## config.mk

```make
export PLATFORM = sky130hd
export DESIGN_NAME = sync_fpd
export DESIGN_NICKNAME = d
export VERILOG_FILES = /design/src/rtl/sync_fpd.sv
export SDC_FILE = /design/constraint.sdc
export NUM_CORES = 1
export LEC_CHECK = 0
export CAP_MARGIN = 15
export CORE_MARGIN = 3
export CORE_UTILIZATION = 30
export DETAILED_ROUTE_END_ITERATION = 8
export DONT_BUFFER_PORTS = 1
export PLACE_DENSITY = 0.57
export SETUP_SLACK_MARGIN = 0.5
export SYNTH_ARGS = -nofsm -noshare
export SYNTH_HDL_FRONTEND = slang
export SYNTH_SLANG_ARGS = --single-unit
```

## constraint.sdc

```tcl
create_clock -name clk -period 3.9 [get_ports clk]
set_clock_uncertainty 0.05 [all_clocks]
set_input_delay 0.39 -clock clk [delete_from_list [all_inputs] [get_ports clk]]
set_output_delay 0.39 -clock clk [all_outputs]
set_load 0.005 [all_outputs]
```

## src/rtl/sync_fpd.sv

```systemverilog
// Sequential IEEE-754 divider (A / B), restoring mantissa division at one quotient bit per clock.
// Define FPD_ROUND_NEAREST_EN for round-to-nearest-even; otherwise the result truncates toward zero.
module sync_fpd #(
  parameter int EXP_W = 8,
  parameter int MAN_W = 23
) (
  input  logic                   clk,
  input  logic                   rst,
  input  logic                   start,
  input  logic [EXP_W+MAN_W:0]   A,
  input  logic                   isZeroA,
  input  logic [EXP_W+MAN_W:0]   B,
  input  logic                   isZeroB,
  output logic                   busy,
  output logic                   done,
  output logic [EXP_W+MAN_W:0]   quotient,
  output logic                   isZeroOut,
  output logic                   divByZero
);

  localparam int W  = 1 + EXP_W + MAN_W;
  localparam int QW = MAN_W + 3;
  localparam int RW = MAN_W + 2;
  localparam int EW = EXP_W + 2;
  localparam int CW = $clog2(QW);

  localparam logic signed [EW-1:0] BIAS  = EW'((1 << (EXP_W - 1)) - 1);
  localparam logic signed [EW-1:0] EMAX  = EW'((1 << EXP_W) - 1);
  localparam logic signed [EW-1:0] ONE   = EW'(1);
  localparam logic signed [EW-1:0] EZERO = '0;
  localparam logic [W-1:0] QNAN = {1'b0, {EXP_W{1'b1}}, 1'b1, {(MAN_W-1){1'b0}}};

  typedef enum logic [1:0] {S_IDLE, S_DIV, S_NORM} state_t;

  state_t                  state_q, state_d;
  logic [CW-1:0]           cnt_q, cnt_d;
  logic [RW-1:0]           r_q, r_d;
  logic [RW-1:0]           mb_q, mb_d;
  logic [QW-1:0]           q_q, q_d;
  logic signed [EW-1:0]    e_q, e_d;
  logic                    sign_q, sign_d;
  logic                    spc_q, spc_d;
  logic [W-1:0]            spc_res_q, spc_res_d;
  logic                    spc_zero_q, spc_zero_d;
  logic                    spc_dbz_q, spc_dbz_d;
  logic                    busy_q, busy_d;
  logic                    done_q, done_d;
  logic [W-1:0]            quot_q, quot_d;
  logic                    zero_q, zero_d;
  logic                    dbz_q, dbz_d;

`ifdef FPD_ROUND_NEAREST_EN
  function automatic logic [MAN_W:0] round_frac(input logic [MAN_W-1:0] f,
                                                input logic g, input logic s);
    return {1'b0, f} + (MAN_W+1)'(g & (s | f[0]));
  endfunction
`else
  function automatic logic [MAN_W:0] round_frac(input logic [MAN_W-1:0] f);
    return {1'b0, f};
  endfunction
`endif

  // Saturate the rounded exponent to signed infinity or signed zero; MSB of the return is isZero.
  function automatic logic [W:0] pack_result(input logic s, input logic signed [EW-1:0] e,
                                             input logic [MAN_W-1:0] f);
    if (e >= EMAX)
      return {1'b0, s, {EXP_W{1'b1}}, {MAN_W{1'b0}}};
    else if (e <= EZERO)
      return {1'b1, s, {(W-1){1'b0}}};
    else
      return {1'b0, s, e[EXP_W-1:0], f};
  endfunction

  // Operand classification; the zero flags override whatever bits are present.
  logic [EXP_W-1:0] exp_a, exp_b;
  logic [MAN_W-1:0] man_a, man_b;
  logic             zero_a, zero_b, inf_a, inf_b, nan_a, nan_b, sign_in;

  assign exp_a   = A[W-2:MAN_W];
  assign exp_b   = B[W-2:MAN_W];
  assign man_a   = A[MAN_W-1:0];
  assign man_b   = B[MAN_W-1:0];
  assign sign_in = A[W-1] ^ B[W-1];
  assign zero_a  = isZeroA | (exp_a == '0);
  assign zero_b  = isZeroB | (exp_b == '0);
  assign inf_a   = !zero_a & (&exp_a) & (man_a == '0);
  assign inf_b   = !zero_b & (&exp_b) & (man_b == '0);
  assign nan_a   = !zero_a & (&exp_a) & (man_a != '0);
  assign nan_b   = !zero_b & (&exp_b) & (man_b != '0);

  logic         spc_in, spc_zero_in, spc_dbz_in;
  logic [W-1:0] spc_res_in;

  always_comb begin
    spc_in      = 1'b1;
    spc_res_in  = '0;
    spc_zero_in = 1'b0;
    spc_dbz_in  = 1'b0;
    if (nan_a | nan_b | (zero_a & zero_b) | (inf_a & inf_b)) begin
      spc_res_in = QNAN;
    end else if (inf_a) begin
      spc_res_in = {sign_in, {EXP_W{1'b1}}, {MAN_W{1'b0}}};
    end else if (inf_b | zero_a) begin
      spc_res_in  = {sign_in, {(W-1){1'b0}}};
      spc_zero_in = 1'b1;
    end else if (zero_b) begin
      spc_res_in = {sign_in, {EXP_W{1'b1}}, {MAN_W{1'b0}}};
      spc_dbz_in = 1'b1;
    end else begin
      spc_in = 1'b0;
    end
  end

  // Normalisation: a leading 0 in q means the quotient mantissa was below 1.0.
  logic [MAN_W-1:0]     frac_n;
  logic signed [EW-1:0] e_n, e_r;
  logic [MAN_W:0]       rnd_n;
  logic [W:0]           packed_n;
`ifdef FPD_ROUND_NEAREST_EN
  logic                 guard_n, sticky_n;
`endif

  always_comb begin
    if (q_q[QW-1]) begin
      frac_n = q_q[QW-2:2];
      e_n    = e_q;
    end else begin
      frac_n = q_q[QW-3:1];
      e_n    = e_q - ONE;
    end
`ifdef FPD_ROUND_NEAREST_EN
    guard_n  = q_q[QW-1] ? q_q[1] : q_q[0];
    sticky_n = (q_q[QW-1] & q_q[0]) | (|r_q);
    rnd_n    = round_frac(frac_n, guard_n, sticky_n);
`else
    rnd_n    = round_frac(frac_n);
`endif
    e_r      = e_n + $signed({{(EW-1){1'b0}}, rnd_n[MAN_W]});
    packed_n = pack_result(sign_q, e_r, rnd_n[MAN_W-1:0]);
  end

  logic          qbit;
  logic [RW-1:0] r_sub;

  assign qbit  = (r_q >= mb_q);
  assign r_sub = qbit ? (r_q - mb_q) : r_q;

  always_comb begin
    state_d    = state_q;
    cnt_d      = cnt_q;
    r_d        = r_q;
    mb_d       = mb_q;
    q_d        = q_q;
    e_d        = e_q;
    sign_d     = sign_q;
    spc_d      = spc_q;
    spc_res_d  = spc_res_q;
    spc_zero_d = spc_zero_q;
    spc_dbz_d  = spc_dbz_q;
    busy_d     = busy_q;
    done_d     = 1'b0;
    quot_d     = quot_q;
    zero_d     = zero_q;
    dbz_d      = dbz_q;
    unique case (state_q)
      S_IDLE: begin
        if (start && !busy_q) begin
          state_d    = S_DIV;
          busy_d     = 1'b1;
          cnt_d      = '0;
          r_d        = {1'b0, 1'b1, man_a};
          mb_d       = {1'b0, 1'b1, man_b};
          q_d        = '0;
          e_d        = $signed({2'b00, exp_a}) - $signed({2'b00, exp_b}) + BIAS;
          sign_d     = sign_in;
          spc_d      = spc_in;
          spc_res_d  = spc_res_in;
          spc_zero_d = spc_zero_in;
          spc_dbz_d  = spc_dbz_in;
        end
      end
      S_DIV: begin
        r_d   = r_sub << 1;
        q_d   = {q_q[QW-2:0], qbit};
        cnt_d = cnt_q + CW'(1);
        if (cnt_q == CW'(QW - 1))
          state_d = S_NORM;
      end
      S_NORM: begin
        state_d = S_IDLE;
        busy_d  = 1'b0;
        done_d  = 1'b1;
        if (spc_q) begin
          quot_d = spc_res_q;
          zero_d = spc_zero_q;
          dbz_d  = spc_dbz_q;
        end else begin
          quot_d = packed_n[W-1:0];
          zero_d = packed_n[W];
          dbz_d  = 1'b0;
        end
      end
      default: state_d = S_IDLE;
    endcase
  end

  always_ff @(posedge clk or posedge rst) begin
    if (rst) begin
      state_q    <= S_IDLE;
      cnt_q      <= '0;
      r_q        <= '0;
      mb_q       <= '0;
      q_q        <= '0;
      e_q        <= '0;
      sign_q     <= 1'b0;
      spc_q      <= 1'b0;
      spc_res_q  <= '0;
      spc_zero_q <= 1'b0;
      spc_dbz_q  <= 1'b0;
      busy_q     <= 1'b0;
      done_q     <= 1'b0;
      quot_q     <= '0;
      zero_q     <= 1'b0;
      dbz_q      <= 1'b0;
    end else begin
      state_q    <= state_d;
      cnt_q      <= cnt_d;
      r_q        <= r_d;
      mb_q       <= mb_d;
      q_q        <= q_d;
      e_q        <= e_d;
      sign_q     <= sign_d;
      spc_q      <= spc_d;
      spc_res_q  <= spc_res_d;
      spc_zero_q <= spc_zero_d;
      spc_dbz_q  <= spc_dbz_d;
      busy_q     <= busy_d;
      done_q     <= done_d;
      quot_q     <= quot_d;
      zero_q     <= zero_d;
      dbz_q      <= dbz_d;
    end
  end

  assign busy      = busy_q;
  assign done      = done_q;
  assign quotient  = quot_q;
  assign isZeroOut = zero_q;
  assign divByZero = dbz_q;

endmodule

```

==> reports/summary.txt <==
Floorplan core area: 27,200 sq um
Min-delay worst type: input pin to flop
Rows: 60
Commonest cells after routing, fill and taps aside: 177 x nand2_1, 135 x dfrtp_1, 90 x o21ai_0, 54 x inv_1, 49 x a21oi_1
Avg Cell Area, Syn: 8.54 sq um
Wire length of the first global-routing pass: 36,400 microns
Number of enable flip-flop cells after synthesis: 0
Slew @ Worst Pin: 0.921 ns
Ys async rst share: 100%
Leak: 3.95 nW
DRT antenna net count: 0
Post-CTS Resized: 0
FF+latch count, synth: 135
Setup_tns: 0 ns
Initial antenna violation count: 0
Yosys cell types: 72
GR peak layer: met2
CTS hold repair buffers: 2
Die area: 29,800 sq um
Synthesized cell area: 8340 sq um
Syn nets: 1,084
PwrDens: 915 nW/um^2
Tcrit/Tclk final: 76.9%
Slew Limit Fails: 0
Crit end category: flop
Max Cap Viol: 0
Vias: 6,936
Worst Path Required: 4.11 ns
Met2 usage: 23.3%
CP max FO: 12
Peak VDD IR: 426 uV
RSZ-0062 raised after global routing: false
1st-pass router iterations: 5
Clock buffer depth: 2
WS Path Type: flop to flop
Final layout net count: 1,066
Antenna diodes: 0
Detailed-route DRC error count: 0
Drt via density: 5.16
Root buffer cell: clkbuf_16
Die width: 173 microns
RePlAce Congestion: 0.896
Vias in the first global route: 6,749
Period minus WS final: 3.00 ns
GRT Total Usage: 14.8%
Worst slew margin: 38.3%
CTS buffer count: 17
Initial core utilization: 30.7%
Register clock-pin slew on the reported worst setup and hold paths: 0.06 ns
M1 GR Usage: 20.0%
CTS tree: built
Final wirelength: 21,900 microns
Area grow syn2layout: 11.7%
Final hold violation count: 0
Setup violators final: 0
Synth Flop Type: dfrtp_1
Util after Layout: 34.3%
Arr. time, crit path: 3.21 ns
Postcts setup bufs: 0
Die Span Y: 173 microns
Port Buf Inserts: 0
H-tree depth: 4
Hpwl dp: 15,800 microns
Seq/Total Area, Yosys: 40.5%
# IOs: 105
Largest net degree at the start of global routing: 98
Initial DRC count: 393
Outcome: finished, final reports clean
Worst skew pair latency: 0.43 ns
WL per Instance: 16.3 microns
# clock sinks: 135
Commonest non-fill, non-tap cell in the layout: nand2_1
Startpoint type of the worst setup path: flop
GRT overflow: 0
Max Clk Rate: 333 MHz
Post-Syn Instances: 977
Met3 GRT Util: 3.60%
YS warnings: 0
Share of cells above drive strength 1: 7.61%
[sequential cells by signal, indices dropped and copies added, names as in the netlist, 2 cells and up]
name and count:
mb_q 24, r_q 25, state_q 2, e_q 10, cnt_q 5, spc_res_q 3, q_q 26, quotient 32
[power breakdown]
group	internal (mW)	leakage [nW]	total (mW)	switching [mW]
combinational	1.78	1.98	4.42	2.64
clock	0.928	0.282	1.62	0.690
sequential	2.00	1.68	2.49	0.491
[kinds of logic after synthesis]
logic type	synth area share [%]
AO/OA/AOI/OAI	19.9
XOR/XNOR	3.67
adder cells (fa/ha/maj)	5.88
buffers and inverters	5.17
flip-flops	40.5
multiplexers	4.57
AND/OR/NAND/NOR	20.2
[worst paths after layout]
kind                           endpoint  cells after the start  startpoint  slack [ns]
max reg2reg                      r_q[4]                      9     r_q[13]        0.90
min in group asynchronous  quotient[27]                      2         rst        0.46
min                            mb_q[14]                      2       B[14]        0.03
min reg2reg                    mb_q[23]                      2    mb_q[23]        0.42
max                              r_q[4]                      9     r_q[13]        0.90
max in group asynchronous    state_q[1]                      3         rst        2.43
[final cells by class]
class,count,area (sq um)
clock buffers,19,453
clock inverters,13,133
fillers,2860,17900
inverters,56,214
multi-input cells,735,4540
flip-flops and latches,135,3380
well taps,372,465
repair buffers,14,135
[per-layer routing]
metal	vias to the layer above	routed length, microns	part of all wire, %
li1	3446	-	-
met1	3281	10100	46
met2	176	10100	46
met3	33	1150	5.3
met4	0	545	2.5
met5	-	0	0
[synthesized netlist by cell type (3+ instances only)]
cell / number / share of area (%)
or2_2: 6 / 0.45
nor2b_1: 8 / 0.60
nor3_1: 30 / 1.8
nor4_1: 18 / 1.3
clkbuf_1: 36 / 1.6
a2111oi_0: 3 / 0.32
o21ai_2: 11 / 1.2
a211o_1: 3 / 0.32
o41ai_1: 4 / 0.42
or3_1: 5 / 0.37
ha_1: 36 / 5.4
buf_1: 5 / 0.23
and3_1: 9 / 0.67
nand2_1: 177 / 8.0
a31oi_1: 13 / 0.97
dfrtp_1: 135 / 40
xor2_1: 13 / 1.4
o21ai_0: 90 / 5.4
o31ai_1: 12 / 1.1
nand3_1: 29 / 1.7
a311oi_1: 3 / 0.32
a211oi_1: 6 / 0.54
nor2_1: 35 / 1.6
xnor2_1: 22 / 2.3
nand3b_1: 3 / 0.27
mux2i_1: 37 / 4.4
a21o_1: 14 / 1.3
inv_1: 55 / 2.5
a22oi_1: 3 / 0.27
a221o_1: 3 / 0.36
and2_1: 5 / 0.37
o211ai_1: 4 / 0.36
nand4_1: 15 / 1.1
nand2b_1: 9 / 0.67
o21ai_1: 10 / 0.60
a21oi_1: 49 / 2.9
o21a_1: 9 / 0.81
buf_2: 5 / 0.30
[metrics by stage]
stage               cell area (sq um)  std cells  worst slack [ns]  power, mW  hold WS [ns]
floorplan                        8350        977              1.35       5.88         0.368
global placement                 8720       1310              1.03       6.86         0.315
detailed placement               8720       1310             0.948       6.91         0.317
CTS                              9320       1344             0.929       8.57        0.0115
global route                     9320       1344             0.553       9.32        0.0235
finish                           9320       1344             0.901       8.53        0.0303
[worst max-delay path, stage by stage (launching register included)]
cell and delay [ns]:
dfrtp_1 0.40, ha_1 0.38, a21oi_1 0.37, o211ai_1 0.15, a21o_1 0.20, a31oi_1 0.45, o21ai_1 0.28, buf_4 0.26
a31oi_1 0.20, a21oi_1 0.10
Note: power is estimated with default switching activity, not from simulation.
